<file path="src/rtl/signed_adder_8b_if.sv">
`default_nettype none
// ============================================================================
// Module   : signed_adder_8b_if
// Purpose  : Operand/result bundle for the registered signed adder.
//            master drives operands and carry-in and observes results;
//            slave (the adder) consumes operands and drives the results.
// Signals  : firstcin - carry into bit 0
//            A, B     - WIDTH-bit two's-complement operands
//            S        - registered WIDTH-bit sum
//            v        - registered signed-overflow flag
//            lastcout - registered carry out of the MSB
// Revision : 1.0 - initial release
// ============================================================================
interface signed_adder_8b_if #(
  parameter int WIDTH = 8
);
  logic             firstcin;
  logic [WIDTH-1:0] A;
  logic [WIDTH-1:0] B;
  logic [WIDTH-1:0] S;
  logic             v;
  logic             lastcout;

  modport master (
    output firstcin, A, B,
    input  S, v, lastcout
  );

  modport slave (
    input  firstcin, A, B,
    output S, v, lastcout
  );
endinterface
`default_nettype wire

</file>
<file path="src/rtl/signed_adder_8b.sv">
`default_nettype none
// ============================================================================
// Module   : signed_adder_8b
// Purpose  : Registered WIDTH-bit two's-complement adder, A + B + firstcin,
//            built as a ripple chain of full-adder cells. Sum, carry-out and
//            signed overflow are captured in an output register (1-cycle
//            latency, a new operation accepted every cycle).
// Ports    : clk - rising-edge clock
//            rst - synchronous active-high reset (clears S, v, lastcout)
//            bus - signed_adder_8b_if.slave (firstcin, A, B in; S, v,
//                  lastcout out)
// Options  : SIGNED_ADDER_SAT_EN - when defined, S saturates to the most
//            positive/negative value on signed overflow; v and lastcout
//            still report the raw result.
// Revision : 1.0 - initial release
// ============================================================================
module signed_adder_8b #(
  parameter int WIDTH = 8
) (
  input  wire logic          clk,
  input  wire logic          rst,
  signed_adder_8b_if.slave   bus
);

  localparam logic [WIDTH-1:0] C_SAT_POS = {1'b0, {(WIDTH-1){1'b1}}};
  localparam logic [WIDTH-1:0] C_SAT_NEG = {1'b1, {(WIDTH-1){1'b0}}};

  logic [WIDTH:0]   w_c;      // w_c[i] is the carry into cell i
  logic [WIDTH-1:0] w_s;
  logic             w_v;
  logic [WIDTH-1:0] w_s_next;

  logic [WIDTH-1:0] r_s;
  logic             r_v;
  logic             r_cout;

  // Ripple-carry chain of full-adder cells.
  always_comb begin
    w_c    = '0;
    w_s    = '0;
    w_c[0] = bus.firstcin;
    for (int i = 0; i < WIDTH; i++) begin
      w_s[i]   = bus.A[i] ^ bus.B[i] ^ w_c[i];
      w_c[i+1] = (bus.A[i] & bus.B[i]) | (w_c[i] & (bus.A[i] ^ bus.B[i]));
    end
  end

  // Signed overflow: carry into the sign cell disagrees with carry out of it.
  assign w_v = w_c[WIDTH] ^ w_c[WIDTH-1];

`ifdef SIGNED_ADDER_SAT_EN
  // Overflow only happens with same-sign operands, so A's sign alone picks
  // the direction of saturation.
  always_comb begin
    w_s_next = w_s;
    if (w_v) begin
      w_s_next = bus.A[WIDTH-1] ? C_SAT_NEG : C_SAT_POS;
    end
  end
`else
  assign w_s_next = w_s;
`endif

  always_ff @(posedge clk) begin
    if (rst) begin
      r_s    <= '0;
      r_v    <= 1'b0;
      r_cout <= 1'b0;
    end else begin
      r_s    <= w_s_next;
      r_v    <= w_v;
      r_cout <= w_c[WIDTH];
    end
  end

  assign bus.S        = r_s;
  assign bus.v        = r_v;
  assign bus.lastcout = r_cout;

endmodule
`default_nettype wire

</file>
<file path="src/flat_wrapper.sv">
// flat-port wrapper written by rule: the top's interface ports become plain ports
module signed_adder_8b_flat 
#(
  parameter int WIDTH = 8
)
  (clk, rst, bus_firstcin, bus_A, bus_B, bus_S, bus_v, bus_lastcout);
  signed_adder_8b_if #(.WIDTH(WIDTH)) bus_i ();
  input  wire logic clk;
  input  wire logic rst;
  input wire logic [$bits(bus_i.firstcin)-1:0] bus_firstcin;
  input wire logic [$bits(bus_i.A)-1:0] bus_A;
  input wire logic [$bits(bus_i.B)-1:0] bus_B;
  output wire logic [$bits(bus_i.S)-1:0] bus_S;
  output wire logic [$bits(bus_i.v)-1:0] bus_v;
  output wire logic [$bits(bus_i.lastcout)-1:0] bus_lastcout;
  assign bus_i.firstcin = bus_firstcin;
  assign bus_i.A = bus_A;
  assign bus_i.B = bus_B;
  assign bus_S = bus_i.S;
  assign bus_v = bus_i.v;
  assign bus_lastcout = bus_i.lastcout;
  signed_adder_8b #(.WIDTH(WIDTH)) u_core (.clk(clk), .rst(rst), .bus(bus_i));
endmodule
</file>
<file path="config.mk">
export PLATFORM = sky130hd
export DESIGN_NAME = signed_adder_8b_flat
export DESIGN_NICKNAME = d
export VERILOG_FILES = /design/src/rtl/signed_adder_8b_if.sv /design/src/rtl/signed_adder_8b.sv /design/src/flat_wrapper.sv
export SDC_FILE = /design/constraint.sdc
export NUM_CORES = 1
export LEC_CHECK = 0
export CORE_AREA = 3 3 40 42
export CTS_CLUSTER_DIAMETER = 150
export DETAILED_ROUTE_END_ITERATION = 7
export DIE_AREA = 0 0 43 45
export PLACE_DENSITY_LB_ADDON = 0.1
export SYNTH_ARGS = -nofsm -noshare
export SYNTH_HDL_FRONTEND = slang
export SYNTH_SLANG_ARGS = --single-unit
</file>
<file path="constraint.sdc">
create_clock -name clk -period 10.6 [get_ports clk]
set_input_delay 2.12 -clock clk [delete_from_list [all_inputs] [get_ports clk]]
set_output_delay 2.12 -clock clk [all_outputs]
set_load 0.01 [all_outputs]
</file>
Yosys cells after proc, flatten, opt, wreduce, memory -nomap -nowiden
Index checks and enable logic that the tools add are counted.
- word-level logic and storage cells: 44
- bits in latches: 0
- memories: 0
- memory bits (read-only): 0
- bits in registers: 10
- memory bits (writable): 0
- bits of input ports: 19
- order comparisons: 0
- equal/unequal tests: 0
- multipliers: 0
- bitwise gates (word level): 41
- muxes and demuxes: 0
- div/mod/pow operators: 0
- add/sub/neg operators: 0
- reductions and logical operators: 0
- shift-type cells: 0
- operators by type and width (cell ; count):
    $xor A1 B1 Y1 ; 17
    $and A1 B1 Y1 ; 16
    $or A1 B1 Y1 ; 8

Depth between registers and ports, before layout
Gate-level depths: netlist of run 1.
- depth after elaboration: 18
- gate-level depth with buffers: 13
- gate-level depth less buffers: 13

Least setup slack after synthesis of run 1
No wires, ideal clock.
- path kind: input port to flip-flop
- start point: input bus_B[0]
- end point: register u_core.r_s[7], in the netlist u_core.bus.S[7]
- buffers on the path: 0
- data required time: 10.536 ns
- setup slack: 5.302 ns
- stages: 12
- arrival time: 5.233 ns
- cells stage by stage: fa_1 > inv_1 > fa_1 > inv_1 > fa_1 > fa_1 > fa_1 > fa_1 > fa_1 > inv_1 > fa_1 > nor2_1
- word-level cells in the longest chain between the ends: 16
- elaborated cells between the ends (all ways): 17
- RTL lines (element ; RTL line ; source):
    start, declared ; flat_wrapper.sv:12 ; input wire logic [$bits(bus_i.B)-1:0] bus_B;
    $xor A1 B1 Y1 ; signed_adder_8b.sv:44 ; w_c[i+1] = (bus.A[i] & bus.B[i]) | (w_c[i] & (bus.A[i] ^ bus.B[i]));
    $and A1 B1 Y1 ; signed_adder_8b.sv:44 ;
    $or A1 B1 Y1 * ; signed_adder_8b.sv:44 ;
    $and A1 B1 Y1 * ; signed_adder_8b.sv:44 ;
    $or A1 B1 Y1 * ; signed_adder_8b.sv:44 ;
    $and A1 B1 Y1 * ; signed_adder_8b.sv:44 ;
    $or A1 B1 Y1 * ; signed_adder_8b.sv:44 ;
    $and A1 B1 Y1 * ; signed_adder_8b.sv:44 ;
    $or A1 B1 Y1 * ; signed_adder_8b.sv:44 ;
    $and A1 B1 Y1 * ; signed_adder_8b.sv:44 ;
    $or A1 B1 Y1 * ; signed_adder_8b.sv:44 ;
    $and A1 B1 Y1 * ; signed_adder_8b.sv:44 ;
    $or A1 B1 Y1 * ; signed_adder_8b.sv:44 ;
    $and A1 B1 Y1 * ; signed_adder_8b.sv:44 ;
    $or A1 B1 Y1 * ; signed_adder_8b.sv:44 ;
    $xor A1 B1 Y1 * ; signed_adder_8b.sv:43 ; w_s[i] = bus.A[i] ^ bus.B[i] ^ w_c[i];
    end signal, assigned ; signed_adder_8b.sv:70 ; r_s <= w_s_next;
    end, declared ; signed_adder_8b.sv:33 ; logic [WIDTH-1:0] r_s;
Every way passes the cells marked *; elsewhere a longest branch is shown, timed or not.
A chain may end at the register's enable or synchronous reset.

Worst setup path in the final report of run 1
Ends and elaborated chain as after synthesis.

==> flow_metrics.env, run 1 <==
export IMPL_yosysTopAreaCellShare=0.4222
export IMPL_dpl_worst_slack_ns=4.708
export IMPL_io_pins=29
export IMPL_path_class="primary input to flop"
export IMPL_drc_errors=0
export IMPL_whs_ns=2.572
export IMPL_worstMarginPinSlew_ns=0.4688
export IMPL_post_route_util=0.6105
export IMPL_p_comb_frac=0.307
export IMPL_fmax_mhz=179.3
export IMPL_avgViaCountPerCell=4.098
export IMPL_ys_flop_type="dfxtp_1"
export IMPL_die_width_um=43
export IMPL_gp_congestion=0.6562
export IMPL_post_route_period_util=0.5262
export IMPL_synth_edf_count=0
export IMPL_path_cells="clkdlybuf4s50_1, fa_1, inv_1, fa_1, inv_1, fa_1, fa_1, fa_1, fa_1, fa_1, inv_1, fa_1, nor2_1"
export IMPL_worst_slew_margin_rel=0.6865
export IMPL_fin_crit_ns=5.578
export IMPL_setup_tns_ns=0
export IMPL_drtIter0Drc=1
export IMPL_die_h_um=45
export IMPL_ir_worst_vdd_mv=0.07690
export IMPL_ys_types=7
export IMPL_endpoint_kind="flop"
export IMPL_initial_core_util=0.3690
export IMPL_grt_use_total=0.09781
export IMPL_ys_ff_latch=10
export IMPL_yosys_top_cells_area="dfxtp_1 42%, fa_1 34%, nor2b_2 11%, inv_1 5.5%, nor2_1 3.2%"
export IMPL_maxSlewViolCount=0
export IMPL_synth_cells=37
export IMPL_worstSetupStartpointType="primary input"
export IMPL_totalWireLength_um=813
export IMPL_clockRootBuffer="clkbuf_4"
export IMPL_yosysWarnings=0
export IMPL_clkPwrFrac=0.255
export IMPL_area_growth_pct=65.44
export IMPL_worstPathArrival_ns=5.77
export IMPL_antenna_found_initial=0
export IMPL_synthTopCellsByCount="10 x dfxtp_1, 8 x fa_1, 7 x inv_1"
export IMPL_outcome="completed"
export IMPL_yosysMostFrequentCell="dfxtp_1"
export IMPL_clk_path_buf_depth=2
export IMPL_netSwitchingFraction=0.2410
export IMPL_synth_area_leader_cell="dfxtp_1"
export IMPL_nets=96
export IMPL_cts_buffers=3
export IMPL_dr_total_vias=336
export IMPL_p_per_area_nw_per_um2=125.9
export IMPL_cp_slowest_stage_delay_ns=0.43
export IMPL_grt_ovfl_total=0
export IMPL_p_switching_w=0.00002379
export IMPL_ant_nets=0
export IMPL_coreArea_sq_um=1285
export IMPL_tritoncts="done"
export IMPL_leakage_nw=0.3312
export IMPL_h_tree_depth=1
export IMPL_dpl_hpwl_um=675.7
export IMPL_place_port_buffers=28
export IMPL_synth_async_reset_ratio=0
export IMPL_final_hold_viol_count=0
export IMPL_fin_ws_ns=5.022
export IMPL_fp_row_count=13
export IMPL_critPathLaunch="bus_B[0]"
export IMPL_drive_gt1_frac=0.1343
export IMPL_antennaDiodeCount=0
export IMPL_hold_path_class="primary input to flop"
export IMPL_multi_input_comb_area_sq_um=236.5
export IMPL_placed_cells=79
export IMPL_pwr_share_seq=0.438
export IMPL_grt_pass1_vias=340
export IMPL_ctsHoldBuffers=0
export IMPL_worstHoldStart="bus_A[7]"
export IMPL_post_cts_resize_count=0
export IMPL_setup_violations=0
export IMPL_avgSynthCellArea_sq_um=12.82
export IMPL_num_fill_cells=122
export IMPL_crit_slowest_cell="clkdlybuf4s50_1"
export IMPL_synth_nets=64
export IMPL_internal_power_w=0.00007494
export IMPL_ys_seq_area_frac=0.4222
export IMPL_rsz0062_at_grt="false"
export IMPL_cts_clk_slew_worst_paths_ns=0.06
export IMPL_crit_required_ns=10.79
export IMPL_netlist_area_sq_um=474.2
export IMPL_cts_setup_buffers=0
export IMPL_cts_sink_count=10
export IMPL_grt_first_pass_wirelength_um=1331
export IMPL_layout_area_seq_sq_um=200.2
export IMPL_first_pass_iters=2
export IMPL_max_cap_violations=0
export IMPL_cp_common_cell="fa_1"
export IMPL_grt_max_degree=11
export IMPL_wl_per_cell_um=9.915
export IMPL_die_area_sq_um=1935
export IMPL_crit_fanout=2
export IMPL_stdcell_count=82
[routing by layer]
layer | vias up | global-route usage | routed length, um
met5 | - | 0 | 0
met4 | 0 | 0.09036 | 5
met3 | 2 | 0.02789 | 92
met2 | 16 | 0.1647 | 434
met1 | 153 | 0.09750 | 281
li1 | 165 | - | -
[stage by stage]
| stage | total power (W) | cell area, sq um |
|---|---|---|
| final | 0.00009874 | 784.5 |
| after global routing | 0.0001062 | 784.5 |
| after CTS | 0.0001014 | 784.5 |
| after detailed placement | 0.00007508 | 762.0 |
| after global placement | 0.00007463 | 762.0 |
| after floorplan | 0.00005686 | 474.2 |
[power groups by stage]
stage | sequential (W) | clock, W | combinational, W
final | 0.0000433 | 0.0000252 | 0.0000303
after global routing | 0.0000438 | 0.0000290 | 0.0000334
after CTS | 0.0000434 | 0.0000268 | 0.0000312
after detailed placement | 0.0000442 | 0 | 0.0000309
after global placement | 0.0000441 | 0 | 0.0000305
after floorplan | 0.0000467 | 0 | 0.0000101
[sequential cells by signal, summed over array words and instances (netlist names)]
register / cells
u_core.bus.v: 1
u_core.bus.lastcout: 1
u_core.bus.S: 8
[cell type report]
type | count | share of cell area
repair buffers | 28 | 0.3573
multi-input cells | 19 | 0.3014
flip-flops and latches | 10 | 0.2552
inverters | 7 | 0.03349
clock buffers | 3 | 0.02871
well taps | 15 | 0.02392
[critical path, delay by kind of cell]
kind                       cells  cell delay [ns]
and+or+nand+nor                1             0.10
buffers and inverters          4             0.63
adders and majority gates      8             2.92
[cells by family (layout without fill, tap and decap cells)]
logic type / Yosys count / after routing / synth area share
xor gates and xnor gates: 1 / 1 / 0.01847
adders and majority gates: 8 / 8 / 0.3377
buffers and inverters: 8 / 38 / 0.07916
DFF: 10 / 10 / 0.4222
and+or+nand+nor: 10 / 10 / 0.1425
[worst paths after layout]
kind                              end  slack, ns  depth (start not counted)
worst max-delay path  u_core.bus.S[7]       5.02                         13
worst min-delay path  u_core.bus.S[7]       2.57                          4
[cells in the final DEF, fill, tap and decap left out]
cell	count
clkdlybuf4s50_1	28
clkbuf_4	3
nor2b_2	6
nor2_1	4
dfxtp_1	10
fa_1	8
xor2_1	1
inv_1	7
No activity file was read; power rests on OpenSTA's default activity.
==> inputs of run 2 (changes only) <==
- CORE_AREA: 3 3 40 42 -> unset
- CORE_MARGIN: unset -> 3
- CORE_UTILIZATION: unset -> 35
- DIE_AREA: 0 0 43 45 -> unset
- clock period: 10.6 -> 5.5 ns (I/O delays scaled with it)
==> run 2 against run 1 <==
Net effect: combinational power is 97% higher; non-clock buffer count stayed put; global-route usage is 3.1 points higher; final cell count is 1.2% lower; largest power group unchanged; sequential power is 92% higher; sequential share of layout area hardly changed; total power is 93% higher; critical endpoint unchanged; highest routed layer is now met3; critical path type unchanged.
==> flow_metrics.env, run 2 (synthesis gave the netlist of run 1 again) <==
export IMPL_crit_slowest_cell="clkdlybuf4s50_1"
export IMPL_grt_ovfl_total=0
export IMPL_rsz0062_at_grt="false"
export IMPL_fp_row_count=12
export IMPL_post_cts_resize_count=0
export IMPL_gp_congestion=0.6264
export IMPL_dpl_hpwl_um=758.9
export IMPL_worstSetupStartpointType="primary input"
export IMPL_leakage_nw=0.3312
export IMPL_path_cells="clkdlybuf4s50_1, fa_1, inv_1, fa_1, inv_1, fa_1, fa_1, fa_1, fa_1, fa_1, inv_1, fa_1, nor2_1"
export IMPL_drive_gt1_frac=0.1343
export IMPL_wl_per_cell_um=10.72
export IMPL_largest_reg_flops=8
export IMPL_drtIter0Drc=1
export IMPL_nets=96
export IMPL_place_port_buffers=28
export IMPL_drc_errors=0
export IMPL_whs_ns=1.549
export IMPL_die_h_um=42.81
export IMPL_io_pins=29
export IMPL_cp_slowest_stage_delay_ns=0.43
export IMPL_cts_sink_count=10
export IMPL_setup_tns_ns=0
export IMPL_die_width_um=42.81
export IMPL_dr_total_vias=346
export IMPL_outcome="completed"
export IMPL_first_pass_iters=4
export IMPL_grt_first_pass_wirelength_um=1711
export IMPL_design_area_sq_um=783.3
export IMPL_max_cap_violations=0
export IMPL_worst_slew_margin_rel=0.6917
export IMPL_totalWireLength_um=868
export IMPL_clk_path_buf_depth=2
export IMPL_clockRootBuffer="clkbuf_4"
export IMPL_crit_fanout=2
export IMPL_maxSlewViolCount=0
export IMPL_grt_use_total=0.1291
export IMPL_avgViaCountPerCell=4.272
export IMPL_final_hold_viol_count=0
export IMPL_grt_max_degree=11
export IMPL_grt_pass1_vias=403
export IMPL_fmax_mhz=216.2
export IMPL_area_growth_pct=65.17
export IMPL_cts_buffers=3
export IMPL_antennaDiodeCount=0
export IMPL_cts_setup_buffers=0
export IMPL_p_per_area_nw_per_um2=243.1
export IMPL_die_area_sq_um=1833
export IMPL_post_route_util=0.6603
export IMPL_crit_required_ns=5.69
export IMPL_final_cell_mix="28 x clkdlybuf4s50_1, 10 x dfxtp_1, 8 x fa_1, 7 x inv_1, 6 x nor2b_2"
export IMPL_ir_worst_vdd_mv=0.1776
export IMPL_dpl_instance_area_sq_um=760.7
export IMPL_setup_violations=0
export IMPL_tritoncts="done"
export IMPL_dpl_worst_slack_ns=0.5775
export IMPL_initial_core_util=0.3998
export IMPL_hold_path_class="primary input to flop"
export IMPL_ctsHoldBuffers=0
export IMPL_cp_common_cell="fa_1"
export IMPL_worstMarginPinSlew_ns=0.4610
export IMPL_layout_commonest_cell="clkdlybuf4s50_1"
export IMPL_ant_nets=0
export IMPL_num_fill_cells=114
export IMPL_antenna_found_initial=0
export IMPL_fin_crit_ns=4.626
export IMPL_path_class="primary input to flop"
export IMPL_fin_ws_ns=0.8737
export IMPL_layout_area_seq_sq_um=200.2
export IMPL_post_route_period_util=0.8411
export IMPL_coreArea_sq_um=1186
export IMPL_h_tree_depth=1
export IMPL_worstPathArrival_ns=4.81
export IMPL_endpoint_kind="flop"
export IMPL_multi_input_comb_area_sq_um=236.5
export IMPL_cts_clk_slew_worst_paths_ns=0.06
[run 2: cell counts in the layout (fill, tap and decap cells not counted)]
Identical to the previous run, type by type.
[run 2: metrics by stage]
stage / power (W) / cells
final: 0.0001904 / 81
after global routing: 0.0002076 / 81
after CTS: 0.0001943 / 81
after detailed placement: 0.0001455 / 78
after global placement: 0.0001443 / 78
after floorplan: 0.0001096 / 37
[run 2: worst paths after layout]
path	endpoint	slack [ns]	cells past startpoint	from
setup / recovery	u_core.bus.S[7]	0.87	13	bus_B[0]
hold / removal	u_core.bus.S[1]	1.55	4	bus_A[1]
[run 2: power breakdown]
group          total (W)  leakage [nW]  internal (W)  switching (W)
Sequential     0.0000833        0.0834     0.0000814     0.00000187
Combinational  0.0000596         0.234     0.0000382      0.0000214
Clock          0.0000475        0.0138     0.0000251      0.0000224
Total           0.000190         0.331      0.000145      0.0000457
[run 2: final cells by class]
| type | instances | share of cell area |
|---|---|---|
| Multi-Input combinational cell | 19 | 0.3019 |
| Sequential cell | 10 | 0.2556 |
| Tap cell | 14 | 0.02236 |
| Timing Repair Buffer | 28 | 0.3578 |
| Clock buffer | 3 | 0.02875 |
| Inverter | 7 | 0.03355 |
[run 2: per-layer routing]
metal	routed length (um)	GRT usage	vias up
met3	120	0.08475	0
li1	-	-	163
met4	0	0.01863	0
met5	0	0	-
met2	470	0.2275	19
met1	277	0.1270	164
[run 2: worst max-delay path, delay by kind of cell]
| kind | cells | cell delay [ns] |
|---|---|---|
| simple gates | 1 | 0.10 |
| buf+inv | 4 | 0.65 |
| fa+ha+maj | 8 | 2.97 |
==> inputs of run 3 (changes only) <==
- clock period: 5.5 -> 4.4 ns (I/O delays scaled with it)
==> run 3 against run 2 <==
Net effect: wire length is 0.23% lower; critical path depth stayed put; die area stayed put; via count is 4.6% lower; sequential share of layout area is 0.71 points lower; sequential cell count stayed put; final area is 2.9% higher; largest cell class unchanged.
==> flow_metrics.env, run 3 (synthesis gave the netlist of run 1 again) <==
export IMPL_outcome="completed"
export IMPL_tritoncts="done"
export IMPL_dr_total_vias=330
export IMPL_crit_required_ns=4.58
export IMPL_clkPwrFrac=0.242
export IMPL_nets=98
export IMPL_drive_gt1_frac=0.2029
export IMPL_internal_power_w=0.0001834
export IMPL_antenna_found_initial=0
export IMPL_cts_buffers=3
export IMPL_maxSlewViolCount=0
export IMPL_endpoint_kind="flop"
export IMPL_first_pass_iters=2
export IMPL_rsz0062_at_grt="false"
export IMPL_h_tree_depth=1
export IMPL_die_width_um=42.81
export IMPL_p_comb_frac=0.324
export IMPL_ctsHoldBuffers=0
export IMPL_die_h_um=42.81
export IMPL_netSwitchingFraction=0.2361
export IMPL_grt_max_degree=11
export IMPL_cts_setup_buffers=0
export IMPL_die_area_sq_um=1833
export IMPL_placed_cells=80
export IMPL_fmax_mhz=235.9
export IMPL_finalPower_w=0.0002401
export IMPL_crit_fanout=2
export IMPL_cts_clk_slew_worst_paths_ns=0.06
export IMPL_cts_sink_count=10
export IMPL_stdcell_count=83
export IMPL_worstSetupStartpointType="primary input"
export IMPL_layout_commonest_cell="clkdlybuf4s50_1"
export IMPL_final_cell_mix="28 x clkdlybuf4s50_1, 10 x dfxtp_1, 7 x inv_1, 6 x nor2b_2, 5 x fa_1"
export IMPL_p_switching_w=0.00005670
export IMPL_antennaDiodeCount=0
export IMPL_totalWireLength_um=866
export IMPL_io_pins=29
export IMPL_gp_congestion=0.6822
export IMPL_min_path_cells=4
export IMPL_place_port_buffers=28
export IMPL_pwr_share_seq=0.434
export IMPL_setup_violations=0
export IMPL_ir_worst_vdd_mv=0.1625
export IMPL_post_cts_resize_count=0
export IMPL_post_route_period_util=0.9635
export IMPL_avgViaCountPerCell=3.976
export IMPL_worst_slew_margin_rel=0.6958
export IMPL_coreArea_sq_um=1186
export IMPL_grt_pass1_vias=341
export IMPL_grt_ovfl_total=0
export IMPL_grt_use_total=0.1096
export IMPL_max_cap_violations=0
export IMPL_clk_path_buf_depth=2
export IMPL_drtIter0Drc=5
export IMPL_leakage_nw=0.3384
export IMPL_area_growth_pct=69.92
export IMPL_path_class="primary input to flop"
export IMPL_hold_path_class="primary input to flop"
export IMPL_dpl_hpwl_um=715
export IMPL_post_route_util=0.6793
export IMPL_ant_nets=0
export IMPL_worstMarginPinSlew_ns=0.4548
export IMPL_fp_row_count=12
export IMPL_design_area_sq_um=805.8
export IMPL_grt_first_pass_wirelength_um=1462
export IMPL_fin_crit_ns=4.239
export IMPL_largest_reg_flops=8
export IMPL_drc_errors=0
export IMPL_clockRootBuffer="clkbuf_4"
export IMPL_dpl_instance_area_sq_um=775.7
export IMPL_worstPathArrival_ns=4.42
export IMPL_initial_core_util=0.3998
export IMPL_wl_per_cell_um=10.43
export IMPL_final_hold_viol_count=0
export IMPL_p_per_area_nw_per_um2=298.0
[run 3: cell count changes in the layout (fill, tap and decap cells not counted)]
cell   previous run  this run
fa_1              8         5
fa_2              0         3
buf_4             0         2
[run 3: routing by layer]
| metal | global-route usage | wire, um | up-vias |
|---|---|---|---|
| met1 | 0.1372 | 338 | 146 |
| met2 | 0.1796 | 433 | 15 |
| met3 | 0.04237 | 93 | 0 |
| met4 | 0.01863 | 0 | 0 |
| met5 | 0 | 0 | - |
| li1 | - | - | 169 |
[run 3: worst paths after layout]
check / slack, ns / to / startpoint
worst max-delay path: 0.16 / u_core.bus.S[7] / bus_B[0]
worst min-delay path: 1.33 / u_core.bus.S[7] / bus_A[7]
[run 3: cell type report]
type                    count  area (sq um)
flip-flops and latches     10         200.2
clock buffers               3         22.52
repair buffers             30         295.3
multi-input cells          19         244.0
fillers                   102         380.4
inverters                   7         26.28
well taps                  14         17.52
[run 3: power groups by stage]
stage	registers (W)	logic (W)	clock network (W)
after floorplan	0.000113	0.0000244	0
after global placement	0.000106	0.0000766	0
after detailed placement	0.000106	0.0000772	0
after CTS	0.000104	0.0000776	0.0000616
after global routing	0.000105	0.0000860	0.0000678
final	0.000104	0.0000778	0.0000582
[run 3: per-stage QoR]
step / TNS [ns] / setup slack (ns) / hold slack, ns
after floorplan: 0 / 0.3425 / 1.087
after global placement: -0.3935 / -0.1697 / 1.587
after detailed placement: -0.4852 / -0.2088 / 1.601
after CTS: 0 / 0.03938 / 1.329
after global routing: 0 / 0.01644 / 1.359
final: 0 / 0.1606 / 1.328
[run 3: critical path, stage by stage]
cell and delay [ns]:
clkdlybuf4s50_1 0.43, fa_1 0.41, inv_1 0.08, fa_1 0.16, inv_1 0.05, fa_1 0.37
fa_2 0.36, fa_2 0.36, fa_1 0.39, fa_2 0.35, inv_1 0.07, fa_1 0.40
nor2_1 0.10
